<file path="config.mk">
export PLATFORM = sky130hd
export DESIGN_NAME = fifo16_ser_rd
export DESIGN_NICKNAME = d
export VERILOG_FILES = /design/src/rtl/fifo16_ser_rd_pkg.sv /design/src/rtl/fifo16_ser_rd_strobe_div.sv /design/src/rtl/fifo16_ser_rd.sv
export SDC_FILE = /design/constraint.sdc
export NUM_CORES = 1
export LEC_CHECK = 0
export ABC_AREA = 0
export ABC_CLOCK_PERIOD_IN_PS = 5000
export CAP_MARGIN = 10
export CELL_PAD_IN_SITES_DETAIL_PLACEMENT = 1
export CELL_PAD_IN_SITES_GLOBAL_PLACEMENT = 1
export CORE_MARGIN = 2
export CORE_UTILIZATION = 44
export DETAILED_ROUTE_END_ITERATION = 10
export PLACE_DENSITY_LB_ADDON = 0.1
export SETUP_SLACK_MARGIN = 0.05
export SKIP_LAST_GASP = 1
export SYNTH_ARGS = -nofsm -noshare
export SYNTH_HDL_FRONTEND = slang
export SYNTH_SLANG_ARGS = --single-unit
</file>
<file path="constraint.sdc">
create_clock -name clk -period 5 [get_ports clk]
set_input_delay 1 -clock clk [delete_from_list [all_inputs] [get_ports clk]]
set_output_delay 1 -clock clk [all_outputs]
set_load 0.02 [all_outputs]
</file>
<file path="src/rtl/fifo16_ser_rd_pkg.sv">
// Shared constants and state encoding for the FIFO serial read-side drain.
package fifo16_ser_rd_pkg;

  localparam int WORD_W   = 16;
  localparam int BITCNT_W = 4;

  typedef enum logic {
    ST_IDLE  = 1'b0,
    ST_SHIFT = 1'b1
  } state_e;

endpackage

</file>
<file path="src/rtl/fifo16_ser_rd_strobe_div.sv">
// Free-running divider: one-cycle strobe every DIV clocks, on terminal count.
module strobe_div #(
  parameter int DIV = 8
) (
  input  logic clk,
  input  logic rst,
  output logic stb
);

  localparam int CW = (DIV > 1) ? $clog2(DIV) : 1;
  localparam logic [CW-1:0] TC = CW'(DIV - 1);

  logic [CW-1:0] cnt_q, cnt_d;

  assign stb = (cnt_q == TC);

  always_comb begin
    cnt_d = cnt_q + 1'b1;
    if (stb) cnt_d = '0;
  end

  always_ff @(posedge clk) begin
    if (rst) cnt_q <= '0;
    else     cnt_q <= cnt_d;
  end

endmodule

</file>
<file path="src/rtl/fifo16_ser_rd.sv">
// FIFO read-side drain: one-word prefetch, MSB-first serializer with frame sync.
module fifo16_ser_rd
  import fifo16_ser_rd_pkg::*;
#(
  parameter int DIV = 8
) (
  input  logic              clk,
  input  logic              rst,
  input  logic [WORD_W-1:0] pdi,
  input  logic              empty,
  output logic              oe,
  output logic              sdo,
  output logic              fs,
  output logic              sclk_en,
  output logic              busy,
  output logic              underrun
);

  logic                stb;
  logic                rd;
  state_e              state_q;
  logic [WORD_W-1:0]   hreg_q;
  logic [WORD_W-1:0]   sreg_q;
  logic                hv_q;
  logic [BITCNT_W-1:0] bitcnt_q;
  logic                sdo_q, fs_q, sclk_en_q, busy_q, underrun_q;

  strobe_div #(.DIV(DIV)) u_div (
    .clk (clk),
    .rst (rst),
    .stb (stb)
  );

  // Only ever one word ahead: request stops as soon as the holding register fills.
  assign oe = ~hv_q & ~rst;
  assign rd = oe & ~empty;

  always_ff @(posedge clk) begin
    if (rst) begin
      state_q    <= ST_IDLE;
      hreg_q     <= '0;
      sreg_q     <= '0;
      hv_q       <= 1'b0;
      bitcnt_q   <= '0;
      sdo_q      <= 1'b0;
      fs_q       <= 1'b0;
      sclk_en_q  <= 1'b0;
      busy_q     <= 1'b0;
      underrun_q <= 1'b0;
    end else begin
      sclk_en_q  <= stb;
      underrun_q <= 1'b0;
      // rd needs hv_q=0 and every transfer needs hv_q=1, so they never collide
      if (rd) begin
        hreg_q <= pdi;
        hv_q   <= 1'b1;
      end
      case (state_q)
        ST_IDLE: begin
          if (stb && hv_q) begin
            sreg_q   <= hreg_q;
            hv_q     <= 1'b0;
            bitcnt_q <= '1;
            fs_q     <= 1'b1;
            sdo_q    <= hreg_q[WORD_W-1];
            busy_q   <= 1'b1;
            state_q  <= ST_SHIFT;
          end
        end
        ST_SHIFT: begin
          if (stb) begin
            if (bitcnt_q != '0) begin
              sreg_q   <= sreg_q << 1;
              bitcnt_q <= bitcnt_q - 1'b1;
              fs_q     <= 1'b0;
              sdo_q    <= sreg_q[WORD_W-2];
            end else if (hv_q) begin
              // gapless reload of the prefetched word
              sreg_q   <= hreg_q;
              hv_q     <= 1'b0;
              bitcnt_q <= '1;
              fs_q     <= 1'b1;
              sdo_q    <= hreg_q[WORD_W-1];
            end else begin
              state_q    <= ST_IDLE;
              busy_q     <= 1'b0;
              underrun_q <= 1'b1;
              fs_q       <= 1'b0;
              sdo_q      <= 1'b0;
            end
          end
        end
        default: state_q <= ST_IDLE;
      endcase
    end
  end

  assign sdo      = sdo_q;
  assign fs       = fs_q;
  assign sclk_en  = sclk_en_q;
  assign busy     = busy_q;
  assign underrun = underrun_q;

endmodule

</file>
# [Yosys cells after proc, flatten, opt, wreduce, memory -nomap -nowiden]
# Cells that the tools add are included.
[totals] ff_bits=45 latch_bits=0 ram_bits=0 romBits=0 in_bits=19 out_inout_bits=6 wordCells=68 n_memories=0
[classes] add_sub_neg=2 n_mul=0 n_div=0 n_lt_le_gt_ge=0 eq_ne=6 n_shift=0 n_mux=35 bitwise=7 n_reduce_logical=7
[op_table] op="2-to-1 mux 15 bit" count=4
[op_table] op="one-hot mux 15 bit (2 select lines)" count=1
[op_table] op="2-to-1 mux 1 bit" count=20
[op_table] op="2-to-1 mux 4 bit" count=4
[op_table] op="one-hot mux 1 bit (2 select lines)" count=5
[op_table] op="!= test 2 bit (second input constant)" count=4
[op_table] op="one-hot mux 4 bit (2 select lines)" count=1
[op_table] op="NOT 1 bit" count=5
[op_table] op="AND reduction 4 bit" count=1
[op_table] op="nonzero test 4 bit" count=1
[op_table] op="OR reduction 4 bit" count=1
[op_table] op="subtractor 4 x 1 -> 4 bit (second input constant)" count=1
[op_table] op="adder 3 x 1 -> 3 bit (second input constant)" count=1
[op_table] op="== test 3 bit (second input constant)" count=1
[op_table] op="!= test 3 x 1 -> 1 bit (second input constant)" count=1
[op_table] op="AND reduction 3 bit" count=1
[op_table] op="bitwise AND 1 bit" count=2
[op_table] op="AND reduction 2 bit" count=1
[op_table] op="OR reduction 2 bit" count=1
[op_table] op="logical AND 1 bit" count=1

# [Depth between registers and ports, before layout]
[depth] ltp_word=8 depth_mapped=7 depth_no_buf=5

# [Modules after synthesis]
# From an unflattened synthesis, not the netlist that was laid out.
[hier_totals] hier_cells=226 area_unflattened_um2=1970.6
[modules_own_cells] mod="fifo16_ser_rd" n_inst=1 cells_each=218 area_per_inst_um2=1865.5 seq_area_each_um2=840.8
[modules_own_cells] mod="strobe_div" n_inst=1 cells_each=8 area_per_inst_um2=105.1 seq_area_each_um2=60.1

# [Worst setup path before layout]
# OpenSTA, ideal clock, no wires.
[synth_timing] kind="input port to output port" from="input rst" to="output oe" t_arrival_ns=1.659 required_ns=4.000 setup_slack_ns=2.341 cell_stages=3 path_buffers=2 path_cell_list="clkbuf_1 -> clkbuf_1 -> nor2_1"
[synth_between] elab_chain_cells=2
[synth_lines] item="start: declaration" line="fifo16_ser_rd.sv:8" source="input logic rst,"
[synth_lines] item="NOT 1 bit" line="fifo16_ser_rd.sv:35" source="assign oe = ~hv_q & ~rst;"
[synth_lines] item="bitwise AND 1 bit" line="fifo16_ser_rd.sv:35"
[synth_lines] item="end: declaration" line="fifo16_ser_rd.sv:11" source="output logic oe,"
# No other way between the ends.

# [Worst setup path after layout]
# Same ends and word-level chain as after synthesis.

==> impl_metrics.toml <==
[yosys]
netlist_instances = 207
syn_area_sq_mm = 0.001881
ys_seq_elements = 45
seq_area_frac_synth_pct = 47.90
async_flop_share_pct = 0
synth-edff-count = 0
postSynthAreaPerCell_sq_um = 9.085
syn_nets = 229
yosysUniqueCellTypes = 31
ys_warn_count = 0
synth_ff_type = "dfxtp_1"

[hold_path]
worstHoldEndpoint = "u_div.cnt_q[0]$_SDFF_PP0_"
holdCritStartpoint = "u_div.cnt_q[0]$_SDFF_PP0_"
min_path_type = "reg2reg"
whs_path_depth = 1

[setup_path]
worstSetupPathType = "in2out"
reg2reg_depth = 5
r2r-end = "sreg_q[2]$_SDFFE_PP0P_"
path_max_fanout = 46
r2r_slack_ps = 2690
cp.required_ps = 4000
worst-path-buf-inv = 3
start_kind = "input pin"
cp_slowest_cell = "clkdlybuf4s50_1"
crit_chain = "clkdlybuf4s50_1 -> buf_4 -> nor2_1 -> clkdlybuf4s50_1"
cp-end-kind = "output pin"
regToRegStartpoint = "u_div.cnt_q[0]$_SDFF_PP0_"
slowest_delay_ps = 550
crit_arrival_ps = 2500
path_delay_family = "buffers and inverters"
cpMostUsedCell = "clkdlybuf4s50_1"

[clocking]
clk_latency_ps = 290
cts-buffers-inserted = 5
root_buffer = "clkbuf_8"
tritoncts = "done"
cts_resized = 0
cts_setup_buffers = 0
cts.reportedPaths.clkPinSlew_ps = 80
htree_levels = 2
clock-sinks = 45
cts_buffer_depth = 2
postCtsHoldBufs = 0

[final_layout]
final_core_util_pct = 54.12
area_growth_pct = 16.77
antenna_cells = 0
drive_above_1_share_pct = 7.623
final_common_cell = "dfxtp_1"
fin_nets = 244
final-instance-count-excl-fill = 273
final_cell_mix = "45 x dfxtp_1, 24 x clkdlybuf4s50_1, 21 x o21ai_0, 19 x inv_1, 18 x nand2_1"

[grt]
grt_max_degree = 47
grt_pass1_vias = 1608
grt-ovfl-total = 0
grt_pass1_wl_mm = 7.383
antenna_found_initial = 0
grt.total_usage_pct = 18.58

[place]
port_buffers = 24
dp_slack_ps = 1494
post-dp-hpwl_mm = 2.783
place_inst = 265
place_congestion = 0.6914

[timing]
maxSlewHeadroom_pct = 32.25
setup_tns_ps = 0
hold_slack_ps = 471.1
max_freq_ghz = 0.2858
rsz0062_at_grt = "false"
fin_crit_sh_pct = 69.97
layout_min_cycle_time_ps = 3499
clock_skew_ps = 3.666
worstMarginPinSlew_ps = 1012
fin_ws_ps = 1501
finalMaxSlewViolations = 0
hold_violations = 0
setup_viol = 0

[route]
route.detailed.drc = 0
dr.pass1.iters = 4
num_vias = 1545
drt-total-wl_mm = 4.156
via_per_inst = 5.659
drtIter0Drc = 76
drtAntennaViolNets = 0
wl_per_cell_um = 15.22

[die]
die_height_um = 69.38
fp.dieW_um = 69.38
die_area_sq_mm = 0.004813
initial_core_util_pct = 46.35
rows = 23
core_sq_mm = 0.004058
io_pins = 25

[run]
cap_violations = 0

[power]
p_leak_nw = 0.7581
irDropWorstVdd_v = 0.0001242
p_per_area_mw_per_mm2 = 292.6

[outcome]
status = "finished, final reports clean"
## worst max-delay path by stage
stage                     startpoint  end  depth (start not counted)
after CTS                        rst   oe                          4
final                            rst   oe                          4
after global placement           rst   oe                          4
after global routing             rst   oe                          4
after floorplan                  rst   oe                          3
after detailed placement         rst   oe                          4
## per-layer routing
| layer | track usage, % | wire, um | up-vias |
|---|---|---|---|
| met3 | 4.360 | 134 | 5 |
| met4 | 3.922 | 38 | 0 |
| met2 | 33.87 | 2067 | 28 |
| met5 | 0 | 0 | - |
| li1 | - | - | 762 |
| met1 | 22.11 | 1916 | 750 |
## sequential cells by signal, indices dropped and copies added (netlist names)
register / cells
bitcnt_q: 4
busy: 1
fs: 1
hreg_q: 16
hv_q: 1
sclk_en: 1
sdo: 1
sreg_q: 15
state_q: 1
u_div.cnt_q: 3
underrun: 1
## through the flow
stage / instance area, sq um / power [mW]
finish: 2196 / 0.6425
global route: 2196 / 0.6705
CTS: 2196 / 0.6475
detailed placement: 2113 / 0.4346
global placement: 2113 / 0.4307
floorplan: 1881 / 0.4104
## power by group
part / total, mW / switching, mW / internal (mW)
registers: 0.379 / 0.00879 / 0.370
clock network: 0.216 / 0.119 / 0.0970
logic: 0.0472 / 0.0213 / 0.0259
total: 0.642 / 0.150 / 0.493
## cells by family (layout without fill, tap and decap cells)
kind of cell	count (synthesis)	after routing	share of synthesized area (%)
compound gates	68	68	25.95
simple gates	53	53	15.04
flops	45	45	47.90
buf+inv	37	53	8.583
fa+ha+maj	3	3	1.996
mux	1	1	0.5323
## area by class of cell
class                   instances  area (sq um)
fillers                       476          1862
flip-flops and latches         45         900.9
multi-input cells             125         823.3
repair buffers                 26         255.2
clock buffers                   6         72.57
inverters                      19         71.32
well taps                      50         62.56
clock inverters                 2         10.01
## cell usage after synthesis, drive strengths merged (4+ instances only)
master / count / area, sq um
o221a: 14 / 157.7
nand2: 18 / 67.56
o21ai: 21 / 105.1
a311oi: 4 / 35.03
dfxtp: 45 / 900.9
inv: 19 / 71.32
clkbuf: 8 / 30.03
nand2b: 17 / 106.4
a21oi: 8 / 40.04
a31oi: 15 / 93.84
buf: 10 / 60.06
nor2: 4 / 15.01
(Power assumes the default switching activity.)
==> edit 1: new RTL, config.mk and constraints unchanged <==
`DIV` is set to 8 in 2 places; all go to 4.
--- a/src/rtl/fifo16_ser_rd_strobe_div.sv
+++ b/src/rtl/fifo16_ser_rd_strobe_div.sv
@@ -2,3 +2,3 @@
 module strobe_div #(
-  parameter int DIV = 8
+  parameter int DIV = 4
 ) (
--- a/src/rtl/fifo16_ser_rd.sv
+++ b/src/rtl/fifo16_ser_rd.sv
@@ -4,3 +4,3 @@
 #(
-  parameter int DIV = 8
+  parameter int DIV = 4
 ) (
Function: changed (Yosys sat finds a counterexample within 10 cycles, from zero or initial values and one cycle with rst high).
==> edit 1 against the original RTL <==
Routed wire length increased by 19%; area after synthesis decreased by 1.0%; sequential share of layout area decreased by 0.84 points; final cell count increased by 4.8%; total power increased by 8.3%; sequential cell count decreased by 1; final area decreased by 0.17%; setup slack improved by 0.090 ns.
==> edit 1: results (changes against the original RTL) <==
Cells and area
  – Share of cells above drive strength 1: 5.93% (-1.7 points)
  – Ant. Diodes: 0 (unchanged)
  – Top flop regs: hreg_q (16), sreg_q (15), bitcnt_q (4)
  – Layout Nets: 256 (+4.9%)

Logic synthesis
  – Mux cell area share after synthesis: 0% (-0.53 points)
  – Post-synthesis sequential area ratio: 47.3% (-0.59 points)
  – Adder-cell share of the synthesized area: 1.34% (-0.65 points)
  – XOR/XNOR Fraction of Synth Area: 0% (unchanged)
  – Syn_nets: 243 (+6.1%)
  – Synth top area cells: dfxtp_1 47%, nand2_1 7.7%, a311oi_1 6.6%, o21ai_0 5.6%, a21oi_1 5.1%
  – Distinct cells, synth: 36 (+16%)
  – Commonest cells post-synth: 44 x dfxtp_1, 38 x nand2_1, 21 x o21ai_0
  – Synth Area in Compound Gates: 27.6% (+1.7 points)

Power
  – Leak: 0.689 nW (-9.1%)
  – Psw: 0.000182 W (+22%)
  – Max IR drop VDD: 210 uV (+69%)
  – Sequential power share: 54.8% (-4.2 points)
  – Combinational power share: 11.6% (+4.3 points)

CTS
  – Root Driver: clkbuf_8
  – CTS buffer count: 5 (unchanged)
  – Number of H-tree levels: 2 (unchanged)
  – CTS Buffer Depth: 2 (unchanged)
  – Worst-path clk slew: 0.08 ns (about the same)

Global route
  – Vias in the first global route: 1733 (+7.8%)
  – Global-route wire length before repair: 8.42 mm (+14%)
  – Met1 Use GR: 25.7% (+3.6 points)
  – Grt met2 use: 38.5% (+4.6 points)
  – GRT Util Overall: 21.6% (+3.0 points)
  – Pin count of the biggest net entering global routing: 34 (-28%)
  – Met3 Track Usage GR: 5.26% (+0.90 points)

Routing
  – Detailed Routing Iterations Pass 1: 4 (unchanged)
  – Initial drt markers: 100 (+32%)
  – Wire length on met1: 2.20 mm (+15%)
  – Routed wire length: 4.93 mm (+19%)
  – Length of routed met2 wiring: 2.48 mm (+20%)
  – Vias per Instance: 5.92 (+4.6%)
  – WL met3: 181 microns (+35%)

Min path
  – Hold crit path type: flip-flop to flip-flop

Critical path
  – Critical path's top delay family: buffers and inverters
  – Max Fanout on Critical Path: 29 (-37%)
  – CP max stage cell: clkdlybuf4s50_1

STA
  – Final Skew: 0.00617 ns (+0.00251 ns)
  – Least-Margin Pin Slew: 1.13 ns (+0.122 ns)

Placement
  – GP Congestion: 0.791 (+14%)
  – Placed wire-length estimate: 3.18 mm (+14%)

Outcome
  – Status: complete, no violations
[edit 1: changes by cell type after synthesis, moves of 11 or more]
| cell | unedited run | this run |
|---|---|---|
| a21oi_1 | 8 | 19 |
| a31oi_1 | 15 | 1 |
| inv_1 | 19 | 2 |
| nand2_1 | 18 | 38 |
| nand2b_1 | 17 | 3 |
| nand3_1 | 2 | 14 |
| o21ai_1 | 0 | 13 |
[edit 1: stage by stage]
step	total power (W)	area, sq um	setup WS (ns)	utilization (%)	instances
3_3_place_gp	0.000462	2100	1.64	52.1	278
2_1_floorplan	0.000436	1860	2.27	-	222
3_5_place_dp	0.000470	2100	1.59	52.1	278
5_1_grt	0.000731	2190	1.52	54.4	286
6_report	0.000696	2190	1.59	54.4	286
4_1_cts	0.000697	2190	1.59	54.4	286
[edit 1: path summary, 6_finish.rpt]
| kind | start | end | slack (ns) | cells past startpoint |
|---|---|---|---|---|
| min reg2reg | hreg_q[3]$_SDFFE_PP0P_ | hreg_q[3]$_SDFFE_PP0P_ | 0.45 | 2 |
| max | rst | oe | 1.59 | 4 |
| min | hreg_q[3]$_SDFFE_PP0P_ | hreg_q[3]$_SDFFE_PP0P_ | 0.45 | 2 |
| max reg2reg | state_q$_SDFF_PP0_ | sreg_q[6]$_SDFFE_PP0P_ | 2.44 | 3 |
[edit 1: kinds of logic after synthesis]
group / count (synthesis)
flops: 44
compound gates: 82
fa+ha+maj: 2
buf+inv: 24
simple gates: 70
[edit 1: cell type report]
class	count	area (sq um)
clock inverter	1	7.51
clock buffer	7	86.3
inverter	4	15.0
sequential	44	881
timing repair buffer	26	255
fill	478	1840
tap	50	62.6
multi-input combinational	154	885
[edit 1: worst min-delay path, stage by stage (launching register included)]
cell     delay [ns]
dfxtp_1        0.31
nand2_1        0.05
o21ai_1        0.05
==> edit 2: new RTL, same flow settings <==
Made on the original files. Put one more register stage on the output `underrun`, with the module's reset. The value now appears one clock later. The other outputs are not delayed to match.
--- a/src/rtl/fifo16_ser_rd.sv
+++ b/src/rtl/fifo16_ser_rd.sv
@@ -101,3 +101,9 @@
   assign busy     = busy_q;
-  assign underrun = underrun_q;
+  always_ff @(posedge clk) begin
+    if (rst) begin
+      underrun <= '0;
+    end else begin
+      underrun <= underrun_q;
+    end
+  end
 
Check against the original RTL: no difference found for any inputs over 10 cycles, from zero or initial values and one cycle with rst high; that may be too few to reach the edited logic, so the function may still have changed.
==> edit 2 against the original RTL <==
Sequential cell count increased by 1; total power grew 12%; critical path depth is the same; clock skew is 0.0030 ns higher; first-iteration DRC count increased by 18%; final cell count increased by 7.3%; area after synthesis up 2.5%; maximum frequency up 2.2%; utilization decreased by 1.2 points; final area up 3.5%; routed wire length increased by 12%; worst hold slack lost 0.040 ns; register-to-register slack lost 0.18 ns; setup slack improved by 0.077 ns; largest power group unchanged.
==> edit 2: results (changes against the original RTL) <==
Global route
  – Met3 Track Usage GR: 3.03% (-1.3 points)
  – Initial antenna violation count: 0 (unchanged)
  – GRT Util Overall: 19.5% (+0.89 points)
  – Met1 Use GR: 23.4% (+1.3 points)
  – Global-route wire length before repair: 7.80 mm (+5.6%)
  – Pin count of the biggest net entering global routing: 33 (-30%)
  – Vias in the first global route: 1715 (+6.7%)
  – Grt met2 use: 35.2% (+1.4 points)

Logic synthesis
  – Synth top area cells: dfxtp_1 48%, nand2_1 7.4%, a311oi_1 6.4%, o21ai_0 5.2%, a21oi_1 4.9%
  – Asr flop ratio synth: 0% (unchanged)
  – Commonest cells post-synth: 46 x dfxtp_1, 38 x nand2_1, 20 x o21ai_0
  – Most common cell in the netlist: dfxtp_1
  – Syn_nets: 249 (+8.7%)
  – Distinct cells, synth: 36 (+16%)
  – Synth warnings: 0 (unchanged)
  – Post-synthesis sequential area ratio: 47.8% (-0.14 points)

CTS
  – Worst-Skew Late Latency: 0.29 ns (about the same)
  – CTS buffer count: 5 (unchanged)
  – CTS Buffer Depth: 2 (unchanged)
  – Post_cts resized: 0 (unchanged)
  – Setup bufs post-CTS: 0 (unchanged)
  – Worst-path clk slew: 0.08 ns (about the same)
  – Number of H-tree levels: 2 (unchanged)
  – Root Driver: clkbuf_8

Cells and area
  – Filler cell count: 512 (+7.6%)
  – Top flop regs: hreg_q (16), sreg_q (15), bitcnt_q (4)
  – Share of cells above drive strength 1: 5.39% (-2.2 points)
  – Ant. Diodes: 0 (unchanged)
  – Layout Nets: 262 (+7.4%)

Critical path
  – Max Fanout on Critical Path: 31 (-33%)
  – Worst r2r path cells: 3 (-2)
  – Critical path's top delay family: buffers and inverters
  – CP peak stage delay: 0.55 ns (about the same)
  – Crit path arrival time: 2.42 ns (-0.08 ns)
  – CP max stage cell: clkdlybuf4s50_1

STA
  – Final Skew: 0.00662 ns (+0.00295 ns)
  – Least-Margin Pin Slew: 1.06 ns (+0.0458 ns)

Power
  – Max IR drop VDD: 128 uV (+2.8%)
  – Leak: 0.727 nW (-4.2%)

Placement
  – GP Congestion: 0.773 (+12%)
  – Quantity of I/O buffers inserted on ports: 24 (unchanged)
  – Placed wire-length estimate: 3.03 mm (+9.0%)

Routing
  – Vias per Instance: 5.81 (+2.6%)
  – DR WL/cell: 15.9 microns (+4.7%)
  – Detailed Routing Iterations Pass 1: 5 (+1)
  – Initial drt markers: 90 (+18%)

Outcome
  – Status: complete, no violations

Min path
  – Hold depth: 1 (unchanged)
  – Hold crit path type: flip-flop to flip-flop
[edit 2: routing by layer]
metal  wire length [microns]  up-vias
li1                        -      845
met1                    2190      827
met2                    2310       25
met3                     130        5
met4                      42        0
met5                       0        -
[edit 2: logic make-up after synthesis]
family          after synthesis  share of synthesized area [%]
compound gates               82                           26.7
simple gates                 72                           18.4
flops                        46                           47.8
buf+inv                      24                           5.26
fa+ha+maj                     3                           1.95
[edit 2: cell type report]
cell class                      instances  area, sq um  area share (%)
Tap cell                               52         65.1            2.86
Timing Repair Buffer                   26          255            11.2
Sequential cell                        46          921            40.5
Clock buffer                            7         76.3            3.36
Multi-Input combinational cell        157          911            40.1
Inverter                                4         15.0           0.660
Clock inverter                          1         30.0            1.32
[edit 2: metrics by stage]
stage	setup WS, ns	instances	util (%)	power (W)	area, sq um
detailed placement	1.60	285	50.5	0.000456	2170
floorplan	2.29	227	-	0.000430	1930
finish	1.58	293	52.9	0.000717	2270
CTS	1.59	293	52.9	0.000724	2270
global placement	1.61	285	50.5	0.000452	2170
global route	1.53	293	52.9	0.000744	2270
[edit 2: worst paths after layout]
| kind | from | endpoint | slack, ns |
|---|---|---|---|
| worst max register to register | state_q$_SDFF_PP0_ | sreg_q[7]$_SDFFE_PP0P_ | 2.51 |
| worst min-delay path | u_div.cnt_q[0]$_SDFF_PP0_ | u_div.cnt_q[0]$_SDFF_PP0_ | 0.43 |
| worst min register to register | u_div.cnt_q[0]$_SDFF_PP0_ | u_div.cnt_q[0]$_SDFF_PP0_ | 0.43 |
| worst max-delay path | rst | oe | 1.58 |
[edit 2: where the power goes]
group	total, W	internal [W]	switching [W]
combinational	0.0000582	0.0000274	0.0000308
clock	0.000269	0.000150	0.000120
sequential	0.000389	0.000380	0.00000951
total	0.000717	0.000557	0.000160
